### src/rtl/nor_serial_adder.sv
// Digit-serial adder built from 2-input NOR full-adder cells, start/done handshake.
// Optional subtract mode enabled by defining NOR_ADD_SUB_EN (adds the sub port).

module nor_gate (
  input  logic x,
  input  logic y,
  output logic z
);
  assign z = ~(x | y);
endmodule

// Nine-NOR full adder: n4 is xnor(a,b); s is xnor(n4,ci) = a^b^ci.
module nor_full_adder (
  input  logic a,
  input  logic b,
  input  logic ci,
  output logic s,
  output logic co
);
  logic n1, n2, n3, n4, n5, n6, n7;

  nor_gate g1 (.x(a),  .y(b),  .z(n1));
  nor_gate g2 (.x(a),  .y(n1), .z(n2));
  nor_gate g3 (.x(b),  .y(n1), .z(n3));
  nor_gate g4 (.x(n2), .y(n3), .z(n4));
  nor_gate g5 (.x(n4), .y(ci), .z(n5));
  nor_gate g6 (.x(n4), .y(n5), .z(n6));
  nor_gate g7 (.x(ci), .y(n5), .z(n7));
  nor_gate g8 (.x(n6), .y(n7), .z(s));
  nor_gate g9 (.x(n1), .y(n5), .z(co));
endmodule

module nor_serial_adder #(
  parameter int WIDTH = 8,
  parameter int DIGIT = 1
) (
  input  logic             clk,
  input  logic             rst,
  input  logic             start,
  input  logic [WIDTH-1:0] a,
  input  logic [WIDTH-1:0] b,
  input  logic             cin,
`ifdef NOR_ADD_SUB_EN
  input  logic             sub,
`endif
  output logic             busy,
  output logic             done,
  output logic [WIDTH-1:0] sum,
  output logic             cout
);
  localparam int N  = WIDTH / DIGIT;
  localparam int CW = (N > 1) ? $clog2(N) : 1;

  typedef enum logic [1:0] {IDLE, RUN, DONE} state_t;

  state_t           state_q, state_d;
  logic [WIDTH-1:0] a_sh, b_sh, b_load, res_next;
  logic             carry_q, carry_load;
  logic [CW-1:0]    cnt_q;
  logic [DIGIT:0]   c;
  logic [DIGIT-1:0] ds;
  logic             last, accept, step;

  assign last = (cnt_q == CW'(N - 1));
  assign step = (state_q == RUN);

  always_ff @(posedge clk) begin
    if (rst) state_q <= IDLE;
    else     state_q <= state_d;
  end

  always_comb begin
    state_d = state_q;
    busy    = 1'b0;
    done    = 1'b0;
    accept  = 1'b0;
    case (state_q)
      IDLE: begin
        if (start) begin
          accept  = 1'b1;
          state_d = RUN;
        end
      end
      RUN: begin
        busy = 1'b1;
        if (last) state_d = DONE;
      end
      DONE: begin
        busy    = 1'b1;
        done    = 1'b1;
        state_d = IDLE;
      end
      default: state_d = IDLE;
    endcase
  end

`ifdef NOR_ADD_SUB_EN
  logic [WIDTH-1:0] bn;
  for (genvar i = 0; i < WIDTH; i++) begin : g_inv
    nor_gate u_inv (.x(b[i]), .y(b[i]), .z(bn[i]));
  end
  assign b_load     = sub ? bn : b;
  assign carry_load = sub ? 1'b1 : cin;
`else
  assign b_load     = b;
  assign carry_load = cin;
`endif

  assign c[0] = carry_q;
  for (genvar i = 0; i < DIGIT; i++) begin : g_ripple
    nor_full_adder u_fa (
      .a  (a_sh[i]),
      .b  (b_sh[i]),
      .ci (c[i]),
      .s  (ds[i]),
      .co (c[i+1])
    );
  end

  // Only the WIDTH-DIGIT previously produced bits need storage; the newest
  // digit enters at the MSB end and the full result is formed combinationally.
  if (DIGIT < WIDTH) begin : g_acc
    logic [WIDTH-DIGIT-1:0] acc_q;
    assign res_next = {ds, acc_q};
    always_ff @(posedge clk) begin
      if (rst)       acc_q <= '0;
      else if (step) acc_q <= res_next[WIDTH-1:DIGIT];
    end
  end else begin : g_noacc
    assign res_next = ds;
  end

  always_ff @(posedge clk) begin
    if (rst) begin
      a_sh    <= '0;
      b_sh    <= '0;
      carry_q <= 1'b0;
      cnt_q   <= '0;
      sum     <= '0;
      cout    <= 1'b0;
    end else begin
      case (state_q)
        IDLE: begin
          if (accept) begin
            a_sh    <= a;
            b_sh    <= b_load;
            carry_q <= carry_load;
            cnt_q   <= '0;
          end
        end
        RUN: begin
          a_sh    <= a_sh >> DIGIT;
          b_sh    <= b_sh >> DIGIT;
          carry_q <= c[DIGIT];
          cnt_q   <= cnt_q + CW'(1);
          if (last) begin
            sum  <= res_next;
            cout <= c[DIGIT];
          end
        end
        default: ;
      endcase
    end
  end
endmodule

### config.mk
export PLATFORM = sky130hd
export DESIGN_NAME = nor_serial_adder
export DESIGN_NICKNAME = d
export VERILOG_FILES = /design/src/rtl/nor_serial_adder.sv
export SDC_FILE = /design/constraint.sdc
export NUM_CORES = 1
export LEC_CHECK = 0
export BUFFER_PORTS_ARGS = -buffer_cell sky130_fd_sc_hd__buf_4
export CAP_MARGIN = 15
export CORE_MARGIN = 1
export CORE_UTILIZATION = 48
export DETAILED_ROUTE_END_ITERATION = 7
export GPL_ROUTABILITY_DRIVEN = 0
export GPL_TIMING_DRIVEN = 0
export HOLD_SLACK_MARGIN = 0.12
export PLACE_DENSITY_LB_ADDON = 0.2
export RECOVER_POWER = 50
export SLEW_MARGIN = 20
export SYNTH_ARGS = -nofsm -noshare
export SYNTH_HDL_FRONTEND = slang
export SYNTH_HIERARCHICAL = 1
export SYNTH_SLANG_ARGS = --single-unit
### constraint.sdc
create_clock -name clk -period 1.34 [get_ports clk]
set_input_delay 0.268 -clock clk [delete_from_list [all_inputs] [get_ports clk]]
set_output_delay 0.268 -clock clk [all_outputs]
set_load 0.01 [all_outputs]
======== After elaboration in Yosys (flattened, before gate mapping) ========
Index checks and enable logic that the tools add are counted.
Widths: inputs -> output; s select.
word-level totals
  input bits .............................. 20
  memories kept ........................... 0
  bits in writable memories ............... 0
  latch bits .............................. 0
  register bits after elaboration ......... 38
  logic and storage cells ................. 54
  output and inout port bits .............. 11
  memory bits (read-only) ................. 0
operators by class
  magnitude comparators ................... 0
  mux-type cells .......................... 15
  add/sub/neg operators ................... 1
  divide/modulo/power cells ............... 0
  reductions and logical operators ........ 6
  bitwise logic cells ..................... 18
  multipliers ............................. 0
  shifts and indexed selects .............. 0
  eq/ne operators ......................... 6
operator list
  kind                 number
  $pmux 8 s2           2
  $mux 8               2
  $not 1->1            9
  $or 1x1->1           9
  $ne 2x2->1 const B   3
  $pmux 3 s2           1
  $reduce_and 2->1     3
  $mux 1               5
  $mux 2               2
  $pmux 2 s2           1
  $add 3x1->3 const B  1
  $eq 3x3->1 const B   1
  $mux 3               1
  $eq 2x1->1 const B   1
  $eq 2x2->1 const B   1
  $logic_not 2->1      1
  $pmux 1 s2           1
  $reduce_bool 2->1    1
  $reduce_or 2->1      1

======== Depth between registers and ports, before layout ========
Gate-level depths: netlist of the first run.
  word-level depth ........................ 12
  gate-level depth with buffers ........... 8

======== Hierarchy ========
Netlist of the first run, hierarchy kept.
modules (own cells, without submodules)
  module            seq. area each (µm²)  area each (µm²)  cells each  instances
  nor_serial_adder  760.7                 1,695.4          168         1
  nor_gate          0.0                   3.8              1           9

======== Worst setup path after synthesis of the first run ========
No wires, ideal clock.
  path kind ............................... register to register
  start point ............................. register state_q[1]
  end point ............................... register a_sh[1]
  library setup time ...................... 0.143 ns
  period minus slack after synthesis ...... 1.405 ns
  stages on the path, launching flop included .. 8
  arrival ................................. 1.262 ns
  required time ........................... 1.197 ns
  path slack .............................. -0.065 ns
  cell sequence ........................... dfxtp_1 inv_1 ha_1 buf_6 mux2_4 buf_6 nor2_1 a211oi_2
on the way
  word-level cells in the longest chain between the ends .. 4
  elaborated cells between the ends (all ways) .. 7
ends and longest elaborated chain
  what                               RTL line  RTL
  from (decl)                        56        state_t state_q, state_d;
  from (signal assigned)             69        else state_q <= state_d;
  $logic_not 2->1                    77, 142
  $mux 1                             77        case (state_q)
  $ne 2x2->1 (no source line)        --
  $reduce_and 2->1 (no source line)  --
  to (signal assigned)               152       a_sh <= a_sh >> DIGIT;
  to (decl)                          57        logic [WIDTH-1:0] a_sh, b_sh, b_load, res_next;
Parallel ways exist; a longest one is shown, timed or not.
A chain may end at the register's enable or synchronous reset.

======== Final worst setup path of the first run ========
  start point ............................. register state_q[0]
  end point ............................... register b_sh[7]
on the way
  word-level cells in the longest chain between the ends .. 4
  elaborated cells between the ends (all ways) .. 7
ends and longest elaborated chain
  what                               RTL line  RTL
  $logic_not 2->1                    77, 142
  $mux 1                             77
  $ne 2x2->1 (no source line)        --
  $reduce_and 2->1 (no source line)  --
  to (signal assigned)               146       b_sh <= b_load;
  to (signal assigned)               153       b_sh <= b_sh >> DIGIT;
  to (decl)                          57
Parallel ways exist; a longest one is shown, timed or not.

==> out/qor.csv, run 1 <==
stage,metric,value,unit
pwr,p_switching,803,uW
final_layout,ff_latch_area,773,um^2
flow_run,max_cap_viol_count,0,
sta,fin_setup_tns,-1.73,ns
floorplan,dieArea,3850,um^2
sta,finalCritPeriodShare,1.09,
global_route,met1_usage,0.227,
synthesis,yosysTopAreaCellShare,0.440,
global_route,grt_usage,0.210,
final_layout,nFillCells,272,
final_layout,finalNonFillerCells,266,
detailed_routing,wire_per_inst,14.8,um
setup_path,path_max_fanout,8,
pwr,ir_drop,0.690,mV
sta,max_slew.worst_pin.slew,0.682,ns
synthesis,syn_area_per_cell,9.77,um^2
floorplan,ioPinCount,31,
placed_design,dpl.cell_count,252,
setup_path,required,1.56,ns
setup_path,cp-end-kind,flop,
synthesis,yosys.area.top_type,dfxtp_1,
setup_path,slowest_stage,dfxtp_4,
final_layout,multi_input_area,1010,um^2
synthesis,synth.most_common_cell,dfxtp_1,
clock_network,clock_sinks,38,
detailed_routing,dr_total_vias,1398,
setup_path,crit_type,reg2reg,
placed_design,postPlaceCellArea,2050,um^2
synthesis,synth-main-ff-cell,dfxtp_1,
global_route,grt-ovfl-total,0,
synthesis,synthArstFlopShare,0,
final_layout,drive_above_1_share,0.414,
floorplan,fp.coreArea,3390,um^2
sta,holdWs,0.183,ns
pwr,power.density,1240,nW/um^2
floorplan,initial_core_util,0.510,
clock_network,clock_path_buffers,2,
detailed_routing,ant_nets,0,
synthesis,netlist_area,1730,um^2
setup_path,slowest_delay,0.40,ns
clock_network,clock_latency,0.36,ns
sta,worst_slack,-0.114,ns
synthesis,synth-seq-cells,38,
placed_design,port_buffers,29,
final_layout,area_delta_synth_final,37.1,%
pwr,sw_frac_of_total,0.273,
sta,period_needed,1.45,ns
synthesis,synth_nets,202,
sta,max_freq,688,MHz
detailed_routing,avgViaCountPerCell,5.26,
setup_path,startpoint_type,flop,
synthesis,netlist_top_cells_count,"38 x dfxtp_1, 30 x nor2_1, 23 x mux2i_1",
pwr,power_frac_clock,0.338,
sta,grt_setup_unrepaired,yes,
floorplan,die_y,62.0,um
detailed_routing,drt_wl_total,3.94,mm
global_route,grt_pass1_wl,5.61,mm
pwr,p_int,2.14,mW
setup_path,crit_family,flip-flops,
worst_hold_path,min_path_type,in2reg,
synthesis,post_synth_inst_count,177,
sta,setup_violations,20,
setup_path,crit_chain,inv_4 -> ha_4 -> mux2_4 -> buf_12 -> nand3b_1 -> a21oi_1,
floorplan,die_w,62.0,um
global_route,top_usage_layer,met2,
pwr,power_frac_comb,0.231,
clock_network,postCtsHoldBufs,0,
clock_network,cts_root_buf,clkbuf_4,
global_route,antenna_found_initial,0,
placed_design,dpl.hpwl,2.51,mm
sta,final_hold_viol_count,0,
global_route,grtUsageMet2,0.380,
clock_network,clkTransAtPathRegs,0.13,ns
outcome,violations,negative setup slack,
clock_network,cts_max_level,2,
global_route,met3_usage,0.0497,
clock_network,cts_made_buffers,5,
global_route,grt_start_max_net_pins,14,
clock_network,cts_tree,built,
detailed_routing,detail_route.iter0.violations,32,
sta,finalMaxSlewViolations,0,
detailed_routing,drc,0,
sta,fin_skew,0.0135,ns
floorplan,rows,21,
final_layout,design_area,2370,um^2
synthesis,synth-edff-count,0,
setup_path,worst-path-buf-inv,2,
setup_path,crit_arrival,1.68,ns
sta,maxSlewHeadroom,0.546,
synthesis,synth_cell_types,22,
global_route,grt_pass1_vias,1274,
pwr,seqPwrFrac,0.431,
final_layout,fin_nets,244,
pwr,p_leak,0.902,nW
synthesis,ys_warn_count,6,
final_layout,diodes,0,
outcome,status,"finished, violations left",
detailed_routing,firstDrtPassIters,4,
synthesis,synth_seq_area_share,0.440,
synthesis,synth.top_cells.by_area,"dfxtp_1 44%, mux2i_1 13%, a211oi_2 11%",
-- cell families (layout without fill, tap and decap cells) --
group | Yosys count | count (layout) | share of synthesized area
compound gates | 32 | 32 | 0.164
fa+ha+maj | 5 | 5 | 0.0362
buf+inv | 16 | 59 | 0.0608
flops | 38 | 38 | 0.440
mux | 24 | 24 | 0.142
simple gates | 62 | 62 | 0.158
-- placed cells by master (no fill, tap or decap), types with 2 or more instances in the layout --
cell	synthesis	layout
dfxtp_1	38	34
buf_4	1	24
mux2i_1	23	22
a211oi_2	15	15
a21oi_1	14	14
nor2_1	30	14
clkbuf_1	4	12
nand2_1	13	12
nor2_4	0	11
nand3_1	9	9
nor2_2	3	8
clkbuf_4	0	5
buf_12	0	3
buf_6	5	3
nand3b_1	3	3
dfxtp_4	0	3
clkbuf_16	0	3
inv_4	0	2
buf_2	3	2
a32oi_1	2	2
ha_4	0	2
ha_2	0	2
bufinv_16	0	2
-- routing by layer --
metal / part of all wire / routed length [um]
met5: 0 / 0
met2: 0.54 / 2120
met1: 0.42 / 1640
met3: 0.028 / 109
met4: 0.017 / 65
-- registers in the layout (all words and copies together) (netlist names) --
signal / cells
a_sh: 8
b_sh: 8
sum: 8
g_acc.acc_q: 7
cnt_q: 3
state_q: 2
carry_q: 1
cout: 1
-- final timing paths --
| kind | startpoint | endpoint | slack [ns] | cells after the start |
|---|---|---|---|---|
| worst max register to register | state_q[0] | b_sh[7] | -0.11 | 6 |
| worst min register to register | sum[5] | sum[5] | 0.47 | 2 |
| worst min-delay path | a[7] | a_sh[7] | 0.18 | 3 |
| worst max-delay path | state_q[0] | b_sh[7] | -0.11 | 6 |
-- through the flow --
step | total power, mW | utilization | worst slack (ns)
2_1_floorplan | 1.67 | - | -0.00860
3_3_place_gp | 1.77 | 0.606 | -0.0975
3_5_place_dp | 1.79 | 0.606 | -0.167
4_1_cts | 2.81 | 0.660 | -0.0956
5_1_grt | 3.07 | 0.700 | -0.150
6_report | 2.94 | 0.700 | -0.114
-- tightest hold or removal path, stage by stage --
cell and delay [ns]:
buf_4 0.11, nand3b_1 0.07, a21oi_1 0.06
-- what timing repair did --
| action | CTS | global route |
|---|---|---|
| buffers inserted | 3 | 1 |
| gates cloned | 0 | 3 |
| resized for setup | 13 | 29 |
| pin swaps | 0 | 15 |
| setup endpoints to repair | 32 | 39 |
-- power by group through the flow --
stage | sequential, mW | combinational [mW] | clock (mW)
2_1_floorplan | 1.26 | 0.408 | 0
3_3_place_gp | 1.27 | 0.500 | 0
3_5_place_dp | 1.27 | 0.520 | 0
4_1_cts | 1.25 | 0.556 | 0.999
5_1_grt | 1.28 | 0.732 | 1.06
6_report | 1.27 | 0.679 | 0.992
-- cell type report --
type                            count  share of cell area
Buffer                             12              0.0475
Clock buffer                        5              0.0158
Clock inverter                      3              0.0290
Inverter                            3             0.00686
Multi-Input combinational cell    123               0.425
Sequential cell                    38               0.326
Tap cell                           46              0.0243
Timing Repair Buffer               36               0.125
No activity file was read; power rests on OpenSTA's default activity.
==> run 2: changes to the inputs <==
Settings changed: CTS_CLUSTER_DIAMETER set to 200, SETUP_SLACK_MARGIN set to 0.5.
==> out/qor.csv, run 2 (synthesis gave the netlist of run 1 again) <==
stage,metric,value,unit
pwr,seqPwrFrac,0.495,
detailed_routing,detail_route.iter0.violations,48,
outcome,status,"finished, violations left",
pwr,power_frac_clock,0.248,
final_layout,layout_common_cells,"31 x dfxtp_1, 27 x buf_4, 22 x mux2i_1",
detailed_routing,drt_wl_total,3.81,mm
worst_hold_path,min_path_type,in2reg,
clock_network,cts_made_buffers,5,
final_layout,diodes,0,
final_layout,multi_input_area,1020,um^2
sta,grt_setup_unrepaired,yes,
floorplan,dieArea,3850,um^2
detailed_routing,drc,0,
detailed_routing,dr_total_vias,1384,
pwr,p_switching,763,uW
sta,period_needed,1.44,ns
pwr,ir_drop,0.680,mV
clock_network,postCtsHoldBufs,0,
sta,holdWs,0.198,ns
sta,maxSlewHeadroom,0.567,
sta,setup_violations,19,
setup_path,path_max_fanout,10,
global_route,grt_start_max_net_pins,13,
detailed_routing,ant_nets,0,
final_layout,ff_latch_area,772,um^2
sta,fin_skew,0.0102,ns
global_route,grt_pass1_vias,1317,
clock_network,cts_root_buf,clkbuf_4,
global_route,antenna_found_initial,0,
outcome,violations,negative setup slack,
detailed_routing,wire_per_inst,14.1,um
floorplan,fp.coreArea,3390,um^2
final_layout,area_delta_synth_final,39.7,%
setup_path,crit_arrival,1.65,ns
final_layout,finalNonFillerCells,269,
detailed_routing,firstDrtPassIters,4,
floorplan,initial_core_util,0.510,
clock_network,clkTransAtPathRegs,0.12,ns
setup_path,crit_type,reg2reg,
clock_network,clock_latency,0.34,ns
clock_network,cts_tree,built,
clock_network,cts_max_level,2,
final_layout,nFillCells,247,
final_layout,drive_above_1_share,0.475,
placed_design,dpl.hpwl,2.55,mm
sta,finalCritPeriodShare,1.07,
pwr,sw_frac_of_total,0.299,
sta,final_hold_viol_count,0,
pwr,p_leak,0.916,nW
sta,max_slew.worst_pin.slew,0.649,ns
pwr,p_int,1.79,mW
placed_design,port_buffers,29,
final_layout,reg.largest.list,"a_sh: 8 flops, b_sh: 8 flops, sum: 8 flops",
floorplan,die_y,62.0,um
detailed_routing,avgViaCountPerCell,5.14,
sta,max_freq,696,MHz
clock_network,clock_sinks,38,
floorplan,rows,21,
final_layout,fin_nets,247,
pwr,power_frac_comb,0.257,
pwr,power.density,1060,nW/um^2
setup_path,required,1.55,ns
flow_run,max_cap_viol_count,0,
sta,worst_slack,-0.0973,ns
final_layout,final_common_cell,dfxtp_1,
setup_path,startpoint_type,flop,
floorplan,ioPinCount,31,
global_route,grt_pass1_wl,5.73,mm
clock_network,clock_path_buffers,2,
global_route,grt-ovfl-total,0,
sta,finalMaxSlewViolations,0,
setup_path,cp-end-kind,flop,
global_route,grt_usage,0.216,
placed_design,dpl.cell_count,252,
floorplan,die_w,62.0,um
run 2: cell count changes in the layout (fill, tap and decap cells not counted), moves of 4 or more:
cell      previous run  this run
buf_6                3        15
clkbuf_1            12         3
dfxtp_2              1         6
nor2_4              11         7
run 2: power by group through the flow:
stage          Clock [mW]  Sequential, mW  Combinational [mW]
6_report            0.633            1.26               0.655
5_1_grt             0.699            1.27               0.706
4_1_cts             0.652            1.25               0.600
3_5_place_dp            0            1.28               0.529
3_3_place_gp            0            1.27               0.508
2_1_floorplan           0            1.26               0.416
run 2: timing repair:
item	CTS	global route
cloned	1	0
pin swaps	5	5
endpoints found under the setup margin	49	49
buffers inserted	5	3
resized for setup	36	14
run 2: stage by stage:
stage | utilization | cell area [um^2] | power [mW] | setup TNS, ns | setup slack (ns)
finish | 0.713 | 2420 | 2.55 | -1.21 | -0.0973
global route | 0.713 | 2420 | 2.68 | -2.44 | -0.131
CTS | 0.689 | 2340 | 2.50 | -1.19 | -0.0785
detailed placement | 0.613 | 2080 | 1.80 | -2.10 | -0.203
global placement | 0.613 | 2080 | 1.78 | -1.14 | -0.118
floorplan | - | 1800 | 1.68 | -0.0661 | -0.00860
run 2: worst max-delay path, cell delays in order (launching register included):
cell	delay (ns)
dfxtp_4	0.39
ha_4	0.16
buf_6	0.12
mux2_4	0.31
buf_12	0.17
nor2_4	0.09
a211oi_2	0.05
run 2: final timing paths:
path | from | end | slack (ns) | cells past startpoint
max reg2reg | state_q[0] | a_sh[0] | -0.1 | 6
min | b[7] | b_sh[7] | 0.20 | 3
min reg2reg | b_sh[7] | b_sh[7] | 0.46 | 2
max | state_q[0] | a_sh[0] | -0.1 | 6
run 2: per-layer routing:
layer,GRT usage,up-vias,part of all wire
li1,-,704,-
met1,0.227,639,0.41
met2,0.389,32,0.53
met3,0.0642,9,0.039
met4,0.111,0,0.025
met5,0,-,0
run 2: layout make-up:
type                            instances  area share
Sequential cell                        38       0.320
Inverter                                3     0.00570
Tap cell                               46      0.0238
Buffer                                 13      0.0570
Clock inverter                          2     0.00518
Clock buffer                            6      0.0212
Timing Repair Buffer                   38       0.143
Multi-Input combinational cell        123       0.424
==> run 3: changes to the inputs <==
Settings changed: MAX_ROUTING_LAYER set to met4.
==> out/qor.csv, run 3 (synthesis gave the netlist of run 1 again) <==
stage,metric,value,unit
clock_network,clkTransAtPathRegs,0.12,ns
clock_network,cts_tree,built,
global_route,grt_start_max_net_pins,13,
final_layout,reg.largest.list,"a_sh: 8 flops, b_sh: 8 flops, sum: 8 flops",
floorplan,initial_core_util,0.510,
clock_network,clock_path_buffers,2,
final_layout,finalNonFillerCells,269,
clock_network,clock_sinks,38,
clock_network,clock_latency,0.34,ns
detailed_routing,drt_wl_total,3.80,mm
setup_path,worstReg2RegStart,state_q[0],
placed_design,dpl.cell_count,252,
placed_design,postPlaceCellArea,2080,um^2
detailed_routing,drc,0,
detailed_routing,dr_total_vias,1368,
placed_design,post-place-ws,-0.203,ns
floorplan,die_w,62.0,um
final_layout,nFillCells,247,
sta,grt_setup_unrepaired,yes,
sta,max_slew.worst_pin.slew,0.647,ns
sta,finalCritPeriodShare,1.07,
global_route,grt-ovfl-total,0,
final_layout,area_delta_synth_final,39.7,%
detailed_routing,firstDrtPassIters,4,
setup_path,path_max_fanout,10,
floorplan,dieArea,3850,um^2
setup_path,regToRegSetupSlack,-0.1,ns
pwr,ir_drop,0.680,mV
setup_path,startpoint_type,flop,
detailed_routing,detail_route.iter0.violations,48,
setup_path,crit_type,reg2reg,
outcome,violations,negative setup slack,
detailed_routing,wire_per_inst,14.1,um
final_layout,fin_nets,247,
final_layout,multi_input_area,1020,um^2
detailed_routing,ant_nets,0,
sta,period_needed,1.44,ns
flow_run,max_cap_viol_count,0,
setup_path,reg2reg_depth,6,
final_layout,drive_above_1_share,0.475,
sta,fin_skew,0.0102,ns
worst_hold_path,hold_end,b_sh[7],
worst_hold_path,min_path_type,in2reg,
global_route,grt_pass1_wl,5.74,mm
pwr,power.density,1060,nW/um^2
pwr,p_leak,0.916,nW
final_layout,layout_common_cells,"31 x dfxtp_1, 27 x buf_4, 22 x mux2i_1",
placed_design,port_buffers,29,
final_layout,design_area,2420,um^2
detailed_routing,avgViaCountPerCell,5.09,
global_route,antenna_found_initial,0,
sta,setup_violations,20,
worst_hold_path,hold_depth,3,
floorplan,rows,21,
final_layout,ff_latch_area,772,um^2
floorplan,ioPinCount,31,
clock_network,cts_max_level,2,
worst_hold_path,min_from,b[7],
clock_network,cts_root_buf,clkbuf_4,
outcome,status,"finished, violations left",
sta,maxSlewHeadroom,0.569,
global_route,grt_pass1_vias,1316,
floorplan,die_y,62.0,um
sta,worst_slack,-0.0979,ns
clock_network,cts_made_buffers,5,
final_layout,final_common_cell,dfxtp_1,
setup_path,startpoint,state_q[0],
setup_path,r2r_end,a_sh[0],
floorplan,fp.coreArea,3390,um^2
final_layout,diodes,0,
sta,final_hold_viol_count,0,
sta,max_freq,695,MHz
global_route,grt_usage,0.223,
setup_path,required,1.55,ns
placed_design,dpl.hpwl,2.55,mm
setup_path,crit_arrival,1.65,ns
sta,finalMaxSlewViolations,0,
setup_path,cp-end-kind,flop,
run 3: cell counts in the layout (fill, tap and decap cells not counted):
No cell type changed its count.
run 3: report_power, final:
| part | internal [mW] | total [mW] | leakage (nW) | switching [mW] |
|---|---|---|---|---|
| logic | 0.337 | 0.654 | 0.568 | 0.318 |
| clock network | 0.252 | 0.634 | 0.0343 | 0.381 |
| registers | 1.20 | 1.26 | 0.314 | 0.0641 |
| total | 1.79 | 2.55 | 0.916 | 0.763 |
run 3: final cells by class:
type / instances / area share
Multi-Input combinational cell: 123 / 0.424
Sequential cell: 38 / 0.320
Timing Repair Buffer: 38 / 0.143
Buffer: 13 / 0.0570
Tap cell: 46 / 0.0238
Clock buffer: 6 / 0.0212
Inverter: 3 / 0.00570
Clock inverter: 2 / 0.00518
run 3: critical path, stage by stage, from the launching register on:
cell      delay (ns)
dfxtp_4         0.39
ha_4            0.16
buf_6           0.12
mux2_4          0.31
buf_12          0.17
nor2_4          0.09
a211oi_2        0.05
run 3: through the flow:
step / hold slack, ns / total power [mW] / setup TNS, ns / util
floorplan: 0.432 / 1.68 / -0.0661 / -
global placement: 0.441 / 1.78 / -1.14 / 0.613
CTS: 0.186 / 2.50 / -1.19 / 0.689
detailed placement: 0.449 / 1.80 / -2.10 / 0.613
global route: 0.195 / 2.68 / -2.44 / 0.713
finish: 0.198 / 2.55 / -1.23 / 0.713
run 3: metal layers:
metal,GRT usage,wire length [um]
met3,0.0642,123
met1,0.227,1570
met4,0.111,98
met2,0.389,2010
met5,-,0
run 3: timing repair:
item,CTS,global route
resized for setup,36,14
endpoints found under the hold margin,0,0
setup endpoints to repair,49,49
buffers inserted,5,3
pin swaps,5,5
hold buffers,0,0
cloned,1,0
run 3: worst max path at each step:
stage,to,depth (start not counted)
floorplan,a_sh[1],6
global placement,a_sh[7],7
detailed placement,a_sh[7],7
CTS,busy,3
global route,a_sh[7],6
finish,a_sh[0],6
